--- src/rtl/mem_access.sv ---
// MEM stage: runs loads/stores as a req/ack bus transaction and passes other ops through.
// Latency: 0 cycles for non-memory ops; memory ops take request + wait + ack + DONE cycles (min 3).
// Backpressure: raises stallreq_o while an access is outstanding; dreq_o is held until dack_i or timeout.
module mem_access #(
  parameter int unsigned TIMEOUT = 255
) (
  input  logic        clk,
  input  logic        rst,
  input  logic [4:0]  wd_i,
  input  logic        wreg_i,
  input  logic [31:0] wdata_i,
  input  logic [7:0]  aluop_i,
  input  logic [31:0] addr_i,
  input  logic [31:0] reg2_i,
  output logic [4:0]  wd_o,
  output logic        wreg_o,
  output logic [31:0] wdata_o,
  output logic        stallreq_o,
  output logic        dreq_o,
  output logic        dwe_o,
  output logic [31:0] daddr_o,
  output logic [3:0]  dsel_o,
  output logic [31:0] ddata_o,
  input  logic        dack_i,
  input  logic [31:0] ddata_i,
  output logic        err_o
);

  localparam logic [7:0] EXE_LB_OP  = 8'b1110_0000;
  localparam logic [7:0] EXE_LH_OP  = 8'b1110_0001;
  localparam logic [7:0] EXE_LW_OP  = 8'b1110_0011;
  localparam logic [7:0] EXE_LBU_OP = 8'b1110_0100;
  localparam logic [7:0] EXE_LHU_OP = 8'b1110_0101;
  localparam logic [7:0] EXE_SB_OP  = 8'b1110_1000;
  localparam logic [7:0] EXE_SH_OP  = 8'b1110_1001;
  localparam logic [7:0] EXE_SW_OP  = 8'b1110_1011;

  localparam logic [7:0] TIMEOUT_CNT = TIMEOUT[7:0];
  localparam logic       TIMEOUT_EN  = (TIMEOUT != 0);

  localparam logic [1:0] SZ_B = 2'd0;
  localparam logic [1:0] SZ_H = 2'd1;
  localparam logic [1:0] SZ_W = 2'd2;

  typedef enum logic [1:0] {IDLE, BUSY, DONE} state_t;

  state_t      state;
  logic [7:0]  cnt;
  logic [7:0]  cnt_inc;
  logic [31:0] lbuf;
  logic        aborted;

  logic        is_mem;
  logic        is_load;
  logic        is_signed;
  logic [1:0]  sz;
  logic        misal;
  logic [3:0]  sel_c;
  logic [31:0] sdata_c;
  logic [31:0] ldata_c;
  logic [7:0]  lbyte;
  logic [15:0] lhalf;

  assign cnt_inc = cnt + 8'd1;

  // Decode the operation into access size, direction and sign handling.
  always_comb begin
    is_mem    = 1'b1;
    is_load   = 1'b0;
    is_signed = 1'b0;
    sz        = SZ_W;
    case (aluop_i)
      EXE_LB_OP:  begin is_load = 1'b1; is_signed = 1'b1; sz = SZ_B; end
      EXE_LH_OP:  begin is_load = 1'b1; is_signed = 1'b1; sz = SZ_H; end
      EXE_LW_OP:  begin is_load = 1'b1; sz = SZ_W; end
      EXE_LBU_OP: begin is_load = 1'b1; sz = SZ_B; end
      EXE_LHU_OP: begin is_load = 1'b1; sz = SZ_H; end
      EXE_SB_OP:  sz = SZ_B;
      EXE_SH_OP:  sz = SZ_H;
      EXE_SW_OP:  sz = SZ_W;
      default:    is_mem = 1'b0;
    endcase
  end

  // Alignment check, byte lanes and replicated store data for the request.
  always_comb begin
    misal   = 1'b0;
    sel_c   = 4'b1111;
    sdata_c = reg2_i;
    case (sz)
      SZ_B: begin
        sel_c   = 4'b0001 << addr_i[1:0];
        sdata_c = {4{reg2_i[7:0]}};
      end
      SZ_H: begin
        misal   = addr_i[0];
        sel_c   = addr_i[1] ? 4'b1100 : 4'b0011;
        sdata_c = {2{reg2_i[15:0]}};
      end
      default: misal = (addr_i[1:0] != 2'b00);
    endcase
  end

  // Pick the addressed lane out of the captured load word and extend it.
  always_comb begin
    case (addr_i[1:0])
      2'd0:    lbyte = lbuf[7:0];
      2'd1:    lbyte = lbuf[15:8];
      2'd2:    lbyte = lbuf[23:16];
      default: lbyte = lbuf[31:24];
    endcase
    lhalf = addr_i[1] ? lbuf[31:16] : lbuf[15:0];
    case (sz)
      SZ_B:    ldata_c = {{24{is_signed & lbyte[7]}}, lbyte};
      SZ_H:    ldata_c = {{16{is_signed & lhalf[15]}}, lhalf};
      default: ldata_c = lbuf;
    endcase
  end

  // Hold the pipeline from the request cycle until the access completes.
  always_comb begin
    stallreq_o = (state == BUSY) || ((state == IDLE) && is_mem && !misal);
  end

  // Writeback fields: pass-through, suppressed while a memory op is pending, load result in DONE.
  always_comb begin
    wd_o    = wd_i;
    wreg_o  = wreg_i;
    wdata_o = wdata_i;
    if (rst) begin
      wd_o    = 5'd0;
      wreg_o  = 1'b0;
      wdata_o = 32'd0;
    end else if (state == DONE) begin
      wreg_o  = is_load && !aborted;
      wdata_o = (is_load && !aborted) ? ldata_c : 32'd0;
    end else if (is_mem) begin
      wreg_o  = 1'b0;
      wdata_o = 32'd0;
    end
  end

  // Access sequencer: issue request, wait for ack or timeout, then one DONE cycle.
  always_ff @(posedge clk) begin
    if (rst) begin
      state   <= IDLE;
      dreq_o  <= 1'b0;
      dwe_o   <= 1'b0;
      daddr_o <= 32'd0;
      dsel_o  <= 4'd0;
      ddata_o <= 32'd0;
      err_o   <= 1'b0;
      cnt     <= 8'd0;
      lbuf    <= 32'd0;
      aborted <= 1'b0;
    end else begin
      err_o <= 1'b0;
      case (state)
        IDLE: begin
          if (is_mem) begin
            if (misal) begin
              err_o <= 1'b1;
            end else begin
              dreq_o  <= 1'b1;
              dwe_o   <= !is_load;
              daddr_o <= {addr_i[31:2], 2'b00};
              dsel_o  <= sel_c;
              ddata_o <= sdata_c;
              cnt     <= 8'd0;
              aborted <= 1'b0;
              state   <= BUSY;
            end
          end
        end
        BUSY: begin
          cnt <= cnt_inc;
          if (dack_i) begin
            lbuf   <= ddata_i;
            dreq_o <= 1'b0;
            state  <= DONE;
          end else if (TIMEOUT_EN && (cnt_inc == TIMEOUT_CNT)) begin
            dreq_o  <= 1'b0;
            err_o   <= 1'b1;
            aborted <= 1'b1;
            state   <= DONE;
          end
        end
        DONE:    state <= IDLE;
        default: state <= IDLE;
      endcase
    end
  end

endmodule

--- config.mk ---
export PLATFORM = sky130hd
export DESIGN_NAME = mem_access
export DESIGN_NICKNAME = d
export VERILOG_FILES = /design/src/rtl/mem_access.sv
export SDC_FILE = /design/constraint.sdc
export NUM_CORES = 1
export LEC_CHECK = 0
export BUFFER_PORTS_ARGS = -buffer_cell sky130_fd_sc_hd__buf_2
export CAP_MARGIN = 25
export CORE_MARGIN = 8
export CORE_UTILIZATION = 35
export DETAILED_ROUTE_END_ITERATION = 12
export PLACE_DENSITY_LB_ADDON = 0.05
export SETUP_SLACK_MARGIN = 0.02
export SLEW_MARGIN = 0
export SYNTH_ARGS = -nofsm -noshare
export SYNTH_HDL_FRONTEND = slang
export SYNTH_SLANG_ARGS = --single-unit
--- constraint.sdc ---
create_clock -name clk -period 4.1 [get_ports clk]
set_clock_uncertainty 0.2 [all_clocks]
set_input_delay 0.82 -clock clk [delete_from_list [all_inputs] [get_ports clk]]
set_output_delay 0.82 -clock clk [all_outputs]
set_load 0.005 [all_outputs]
; After elaboration in Yosys (flattened, before gate mapping)
; Cells that the tools add are included.
[op_classes]
div = 0
n_eq_ne = 19
bitwise_logic = 3
n_reduce_logical = 23
n_addsub = 1
n_mul = 0
order_cmp = 0
shifts = 1
mux = 42
[ops]
columns = op, count
row1 = 32-bit 2-to-1 mux, 4
row2 = 32-bit one-hot mux with 2 select lines, 2
row3 = "8-bit equality test, second input constant", 9
row4 = 8-bit one-hot mux with 3 select lines, 1
row5 = 1-bit 2-to-1 mux, 18
row6 = 16-bit 2-to-1 mux, 1
row7 = 8-bit 2-to-1 mux, 2
row8 = 8-bit one-hot mux with 2 select lines, 1
row9 = 3-bit AND reduction, 3
row10 = "8-bit by 1-bit adder with 8-bit output, second input constant", 1
row11 = 2-bit 2-to-1 mux, 4
row12 = 1-bit one-hot mux with 2 select lines, 4
row13 = 2-bit one-hot mux with 2 select lines, 2
row14 = 4-bit one-hot mux with 2 select lines, 1
row15 = 8-bit OR reduction, 1
row16 = "2-bit by 1-bit equality test with 1-bit output, second input constant", 3
row17 = 2-bit zero test, 3
row18 = "2-bit != test, second input constant", 3
row19 = 3-bit OR reduction, 2
row20 = 5-bit 2-to-1 mux, 1
row21 = 5-bit AND reduction, 1
row22 = 5-bit OR reduction, 1
row23 = "2-bit equality test, second input constant", 2
row24 = 4-bit 2-to-1 mux, 1
row25 = other kinds (12), 18
[word_totals]
register_bits = 112
mem_count = 0
out_inout_bits = 110
latchBits = 0
ram_bits = 0
inputBits = 145
rom_bits = 0

; Depth between registers and ports, before layout
; Gate-level depths: netlist of run 1.
[depth]
word_depth = 8
ltp_mapped = 9
depth_no_buf = 6

; Least setup slack after synthesis of run 1
; OpenSTA, ideal clock, no wires.
[synth_path]
path_type = input -> output
start = in addr_i[0]
end = out wdata_o[21]
path_buffers = 2
t_arrival_ps = 2260
path_slack_ps = 820
path_stages = 7
path_cell_list = buf_6 > mux4_2 > nor4b_4 > or3_4 > nand4_4 > buf_12 > o21ai_2
[synth_between]
elab_chain_cells = 7
[synth_lines]
columns = element, line
row1 = start: declaration, 13  ; input logic [31:0] addr_i,
row2 = "2-bit equality test, or another cell as far along", 106  ; case (addr_i[1:0])
row3 = 8-bit one-hot mux with 3 select lines *, 106
row4 = 1-bit AND *, 114  ; SZ_B: ldata_c = {{24{is_signed & lbyte[7]}}, lbyte};
row5 = 32-bit one-hot mux with 2 select lines *, 113  ; case (sz)
row6 = 32-bit 2-to-1 mux *, 136  ; wdata_o = (is_load && !aborted) ? ldata_c : 32'd0;
row7 = 32-bit 2-to-1 mux *, 134  ; end else if (state == DONE) begin
row8 = 32-bit 2-to-1 mux *, 130  ; if (rst) begin
row9 = end: declaration, 17  ; output logic [31:0] wdata_o,
; Mark *: on every way between the ends. The rest lies on a longest branch, timed or not.

; Worst setup path in the final report of run 1
[layout_path]
start = in aluop_i[4]
end = out wdata_o[2]
[layout_between]
elab_chain_cells = 8
[layout_lines]
columns = element, line
row1 = start: declaration, 12  ; input logic [7:0] aluop_i,
row2 = 8-bit equality test, 72  ; case (aluop_i)
row3 = 3-bit OR reduction (no line), n/a
row4 = 2-bit one-hot mux with 2 select lines, 72
row5 = 2-bit by 1-bit equality test with 1-bit output or 2-bit zero test (tied branches), 113
row6 = 32-bit one-hot mux with 2 select lines, 113
row7 = 32-bit 2-to-1 mux, 136
row8 = 32-bit 2-to-1 mux *, 134
row9 = 32-bit 2-to-1 mux *, 130
; Marked as above.

==> results.env, run 1 <==
STATUS='finished clean'
FINAL.FILL_COUNT=1671
PLACE_CONGESTION=0.898
POWER.SWITCHING_FRACTION=0.234
POST_CTS.RESIZED_INSTANCES=0
INITIAL_ANTENNA_VIOLATION_COUNT=5
VDD_IR_DROP_MAX_V=0.000226
CRITICAL_PATH_CLASS='in2out'
FINALSETUPVIOLATIONS=0
GLOBAL_ROUTE.OVERFLOW_TOTAL=0
CRITICAL-PATH-TOP-DELAY-FAMILY='compound AO/OA/AOI/OAI gates'
FLOORPLAN.IO_PINS=255
FP.COREAREA_UM2=15800
INITIAL_CORE_UTIL=0.357
GRT_USE_TOTAL=0.194
STATIC_LEAK_nW=3.05
REPORT.FINAL.HOLD_VIOL_COUNT=0
CTS.PATH.MAX_BUFFERS=2
YS_SEQ_AREA_FRAC=0.397
CRITICAL_PATH_BUF_INV_COUNT=4
SYNTH_WARNINGS=0
PWR_DENSITY_CELL_nW_PER_UM2=306
TIGHTESTPINTRANSITION_PS=824
COMBINATIONALPOWERSHARE=0.101
POWER.TOTAL_W=0.00226
FLOORPLAN.DIE_AREA_UM2=20400
CRIT_SLOWEST_CELL='a2111oi_4'
FIN_WORST_HOLD_SLACK_PS=250
FIN_CRIT_PS=3780
ROUTED_WL_MM=20.4
PLACED_CELLS_INCL_TAPS=1158
LAYOUT.CELLS.MOST_COMMON_LIST='buf_2, nand2_1, dfxtp_1, a21oi_1, nor2_1'
ROOT_BUFFER='clkbuf_16'
MAX_FREQ_MHz=264
MULTI_INPUT_COMB_AREA_UM2=3110
LAYOUT-AREA-OVERHEAD-VS-SYNTH_PCT=31.1
POST-DP-HPWL_MM=15.5
POST_SYNTH_EDFFS=0
CLKLATENCYLATEPIN_PS=350
GRT_PASS1_WL_MM=31.1
CLOCK_POWER_SHARE=0.415
WORST_PATH_LARGEST_CELL_DELAY_PS=440
PORT-BUFFER-COUNT=252
SETUP_TNS_PS=0
SYNTH_AREA_PER_CELL_UM2=7.73
DETAIL_ROUTE.FIRST_PASS.ITERATIONS=5
CRIT_PATH_END_KIND='primary output'
SYNTHARSTFLOPSHARE=0
SETUP_CRIT_START_KIND='input port'
NUM_VIAS=6003
FINAL_ANTENNA_NET_COUNT=0
FIN_CRIT_SH=0.923
POWER.INTERNAL_W=0.00173
DIE_WIDTH_UM=143
FINISH.CELL_COUNT_WITHOUT_FILLERS=1178
CRITICAL_PATH_FANOUT_MAX=14
TRITONCTS_CLOCK_TREE='built'
YS_TYPES=56
NUMCLOCKSINKS=112
DRT-INITIAL-DRC-COUNT=352
POST_ROUTE_CELLS_DRIVE_ABOVE_1_SHARE=0.334
ROUTE.DETAILED.DRC=0
CTS_HOLD_REPAIR.BUFFERS=0
POSTSYNTHREGISTERBITS=112
SEQ_AREA_UM2=2240
MAXCAPVIOLATIONS=0
CP_DATA_REQUIRED_TIME_PS=3080
HTREEDEPTH=3
NUM_ROWS=46
GRT_START_MAX_NET_PINS=79
DIE-HEIGHT_UM=143
RELSLEWSLACK=0.451
DRT-WIRELENGTH-PER-CELL_UM=17.4
CRITICAL_PATH_CELL_BY_CELL='buf_2 > nand4b_1 > buf_4 > a2111oi_4 > o21bai_2 > buf_4 > a2111oi_0 > buf_2'
SYNTH_FF_TYPE='dfxtp_1'
NETLIST_AREA_UM2=5640
TIMING.CRITICAL_PATH.ARRIVAL_PS=2760
SYNTH_CELLS=730
MOSTFREQUENTLAYOUTCELL='buf_2'
LAYOUT.NETS=1100
CTS_BUFFERS=9
DETAIL_ROUTE.VIAS_PER_CELL=5.10
POST_CTS.REPAIR.SETUP_BUFFERS=0
FINAL_CORE_UTIL=0.468
RSZ0062_AT_GRT='false'
FIRST_GLOBAL_VIAS=5859
SEQPWRFRAC=0.484
CLK_PIN_SLEW_PS=70
NETSWITCHINGPOWER_W=0.000529
HOLD_PATH.CLASS='reg2reg'
DRV_SLEW=0
==> registers in the layout, summed over array words and instances (netlist names), 2 cells and up <==
signal	count
lbuf	32
state	2
dsel_o	4
ddata_o	32
cnt	8
daddr_o	30
==> path summary, 6_finish.rpt <==
path	start	to	slack (ps)	depth (start not counted)
min reg2reg	daddr_o[21]	daddr_o[21]	250	2
max reg2reg	state[0]	lbuf[18]	1680	5
min	daddr_o[21]	daddr_o[21]	250	2
max	aluop_i[4]	wdata_o[2]	320	8
==> area by class of cell <==
type,instances,area share
Antenna cell,4,0.00135
Clock inverter,7,0.0128
Inverter,5,0.00254
Timing Repair Buffer,271,0.193
Sequential cell,112,0.303
Clock buffer,9,0.0304
Multi-Input combinational cell,554,0.421
Tap cell,216,0.0365
==> routing by layer <==
| layer | GRT usage | wire length, um | up-vias |
|---|---|---|---|
| li1 | - | - | 2997 |
| met5 | 0 | 13 | - |
| met1 | 0.231 | 8430 | 2785 |
| met2 | 0.323 | 10200 | 187 |
| met3 | 0.0528 | 1390 | 32 |
| met4 | 0.0783 | 418 | 2 |
==> worst reg2reg max path: cells and delay by family (launching register included) <==
kind / cells / cell delay [ps]
simple gates: 3 / 1270
buf+inv: 1 / 320
compound gates: 1 / 70
flops: 1 / 420
==> kinds of logic (layout without fill, tap and decap cells) <==
logic type	Yosys count	after routing	synth area share
multiplexers	26	26	0.0638
XOR/XNOR	1	1	0.00155
buffers and inverters	65	292	0.0532
AND/OR/NAND/NOR	314	314	0.239
other	1	6	0.000664
adder cells (fa/ha/maj)	2	2	0.00443
flip-flops	112	112	0.397
AO/OA/AOI/OAI	209	209	0.240
==> Yosys cell counts, types with 8 or more instances <==
| master | instances | area [um^2] |
|---|---|---|
| nor2b_1 | 9 | 56.3 |
| a21oi_1 | 106 | 531 |
| mux4_2 | 8 | 180 |
| o21ai_0 | 20 | 100 |
| o21ai_2 | 10 | 87.6 |
| clkbuf_1 | 36 | 135 |
| nor3_1 | 14 | 70.1 |
| nor2_1 | 59 | 221 |
| dfxtp_1 | 112 | 2240 |
| nand2_1 | 200 | 751 |
| o211ai_1 | 8 | 60.1 |
| a211oi_1 | 18 | 135 |
| or3_1 | 9 | 56.3 |
| buf_2 | 17 | 85.1 |
| a311oi_1 | 14 | 123 |
| mux2i_1 | 18 | 180 |
==> power by group through the flow <==
stage                     Sequential [W]  Clock (W)  Combinational [W]
final                            0.00109   0.000940           0.000229
after CTS                        0.00109   0.000975           0.000231
after floorplan                  0.00112          0           0.000103
after global routing             0.00110    0.00102           0.000252
after detailed placement         0.00112          0           0.000230
after global placement           0.00112          0           0.000226
==> per-stage QoR <==
stage	worst slack, ps	cell area [um^2]
2_1_floorplan	820	5650
3_3_place_gp	357	7040
3_5_place_dp	297	7070
4_1_cts	306	7390
5_1_grt	127	7400
6_report	316	7400
(Power assumes the default switching activity.)
==> inputs of run 2 (changes only) <==
- SETUP_SLACK_MARGIN: 0.02 -> 0.4
==> run 2 against run 1 <==
Clock power is essentially flat. Die area is the same. Critical path type unchanged. Flip-flop and latch count is the same. Wire length grew 0.51%. Combinational power is essentially flat. Register-to-register slack is essentially flat. Largest power group unchanged. Critical path depth is the same. Maximum frequency grew 6.1%. Sequential share of layout area shrank 0.21 points. First-iteration DRC count grew 0.85%.
==> results.env, run 2 (same netlist as run 1, synthesis figures left out) <==
STATUS='finished clean'  # unchanged
FIRST_GLOBAL_VIAS=5845  # was 5859
TIMING.CRITICAL_PATH.ARRIVAL_PS=2550  # was 2760 ps
FINAL.FILL_COUNT=1676  # was 1671
FINAL_ANTENNA_NET_COUNT=0  # unchanged
CP_DATA_REQUIRED_TIME_PS=3080  # about the same
PLACE_AREA_UM2=7070  # unchanged
COMBINATIONALPOWERSHARE=0.102  # was 0.101
CLOCK_POWER_SHARE=0.415  # about the same
FINALSETUPVIOLATIONS=0  # unchanged
ROUTE.DETAILED.DRC=0  # unchanged
PORT-BUFFER-COUNT=252  # unchanged
CTS_HOLD_REPAIR.BUFFERS=0  # unchanged
NUM_VIAS=6045  # was 6003
CRIT_PATH_END_KIND='primary output'  # unchanged
FIN_WORST_HOLD_SLACK_PS=250  # unchanged
RSZ0062_AT_GRT='false'  # unchanged
CLKLATENCYLATEPIN_PS=350  # about the same
DRT-INITIAL-DRC-COUNT=355  # was 352
TRITONCTS_CLOCK_TREE='built'  # unchanged
TIGHTESTPINTRANSITION_PS=816  # was 824 ps
LAYOUT_TOP_REGISTERS='ddata_o (32), lbuf (32), daddr_o (30)'  # unchanged
MAXCAPVIOLATIONS=0  # unchanged
LAYOUT-AREA-OVERHEAD-VS-SYNTH_PCT=32.1  # was 31.1%
CRITICAL_PATH_FANOUT_MAX=14  # unchanged
LAYOUT.NETS=1105  # was 1100
STATIC_LEAK_nW=3.07  # was 3.05 nW
DIE_WIDTH_UM=143  # unchanged
NUMCLOCKSINKS=112  # unchanged
CTS.PATH.MAX_BUFFERS=2  # unchanged
INITIAL_CORE_UTIL=0.357  # unchanged
REPORT.FINAL.HOLD_VIOL_COUNT=0  # unchanged
ROUTED_WL_MM=20.6  # was 20.4 mm
FLOORPLAN.IO_PINS=255  # unchanged
SETUP_TNS_PS=0  # unchanged
PWR_DENSITY_CELL_nW_PER_UM2=304  # was 306 nW/um^2
NUM_ROWS=46  # unchanged
CTS_BUFFERS=9  # unchanged
GLOBAL_ROUTE.OVERFLOW_TOTAL=0  # unchanged
SEQPWRFRAC=0.484  # about the same
MAX_FREQ_MHz=280  # was 264 MHz
PLACE_CONGESTION=0.898  # unchanged
VDD_IR_DROP_MAX_V=0.000226  # about the same
POWER.TOTAL_W=0.00226  # about the same
CLK_PIN_SLEW_PS=70  # about the same
POST_ROUTE_CELLS_DRIVE_ABOVE_1_SHARE=0.340  # was 0.334
FIN_CRIT_PS=3570  # was 3780 ps
SEQ_AREA_UM2=2240  # unchanged
LAYOUT.CELLS.MOST_COMMON_LIST='buf_2, nand2_1, dfxtp_1, a21oi_1, nor2_1'  # unchanged
DIE-HEIGHT_UM=143  # unchanged
MOSTFREQUENTLAYOUTCELL='buf_2'  # unchanged
FIN_CRIT_SH=0.870  # was 0.923
RELSLEWSLACK=0.456  # was 0.451
FIN_AREA_UM2=7450  # was 7400 um^2
DETAIL_ROUTE.FIRST_PASS.ITERATIONS=5  # unchanged
DETAIL_ROUTE.VIAS_PER_CELL=5.11  # was 5.10
POWER.INTERNAL_W=0.00173  # about the same
GRT_START_MAX_NET_PINS=79  # unchanged
POST-DP-HPWL_MM=15.5  # unchanged
FINAL_CORE_UTIL=0.471  # was 0.468
DRV_SLEW=0  # unchanged
ROOT_BUFFER='clkbuf_16'  # unchanged
HTREEDEPTH=3  # unchanged
GRT_USE_TOTAL=0.194  # about the same
INITIAL_ANTENNA_VIOLATION_COUNT=5  # unchanged
GRT_PASS1_WL_MM=31.1  # about the same
POWER.SWITCHING_FRACTION=0.233  # was 0.234
FP.COREAREA_UM2=15800  # unchanged
DRT-WIRELENGTH-PER-CELL_UM=17.4  # about the same
NETSWITCHINGPOWER_W=0.000528  # was 0.000529 W
CRITICAL_PATH_CLASS='in2out'  # unchanged
FLOORPLAN.DIE_AREA_UM2=20400  # unchanged
MULTI_INPUT_COMB_AREA_UM2=3130  # was 3110 um^2
HOLD_PATH.CLASS='reg2reg'  # unchanged
SETUP_CRIT_START_KIND='input port'  # unchanged
## run 2: cell types whose count changed in the layout (fill, tap and decap cells not counted), sizes merged
cell  before  now
buf      271  276
## run 2: timing repair
item / 4_1_cts / 5_1_grt
setup endpoints to repair: 13 / 17
pin swaps: 1 / 2
gates resized for setup: 2 / 3
buffers inserted: 0 / 5
## run 2: final timing paths
path                       to         from  slack (ps)  depth (start not counted)
hold reg to reg   daddr_o[21]  daddr_o[21]         250                          2
hold / removal    daddr_o[21]  daddr_o[21]         250                          2
setup / recovery  wdata_o[23]    addr_i[1]         530                          8
setup reg to reg     lbuf[18]     state[0]        1670                          5
## run 2: critical path: stages
cell and delay, ps:
buf_2 300, mux4_2 370, nor4b_4 150, or3_4 390, nand4_4 150, buf_4 180
o21ai_2 60, buf_2 120
## run 2: per-stage QoR
stage	worst slack [ps]	std cells
2_1_floorplan	820	731
3_3_place_gp	357	1157
3_5_place_dp	297	1158
4_1_cts	438	1174
5_1_grt	403	1183
6_report	535	1183
## run 2: cell type report
| cell class | instances | share of cell area |
|---|---|---|
| well taps | 216 | 0.0363 |
| diodes | 4 | 0.00134 |
| repair buffers | 276 | 0.196 |
| inverters | 5 | 0.00252 |
| clock buffers | 9 | 0.0302 |
| flip-flops and latches | 112 | 0.301 |
| multi-input cells | 554 | 0.420 |
| clock inverters | 7 | 0.0128 |
## run 2: power by group through the flow
stage | combinational, W | clock, W | sequential [W]
2_1_floorplan | 0.000103 | 0 | 0.00112
5_1_grt | 0.000254 | 0.00102 | 0.00110
3_3_place_gp | 0.000226 | 0 | 0.00112
3_5_place_dp | 0.000230 | 0 | 0.00112
4_1_cts | 0.000231 | 0.000975 | 0.00109
6_report | 0.000230 | 0.000938 | 0.00109
## run 2: routing by layer
| layer | up-vias | share of wire | routed length [um] | track usage |
|---|---|---|---|---|
| li1 | 3005 | - | - | - |
| met1 | 2831 | 0.41 | 8520 | 0.231 |
| met2 | 175 | 0.50 | 10300 | 0.326 |
| met3 | 32 | 0.067 | 1370 | 0.0528 |
| met4 | 2 | 0.018 | 372 | 0.0733 |
| met5 | - | 0.00063 | 13 | 0 |
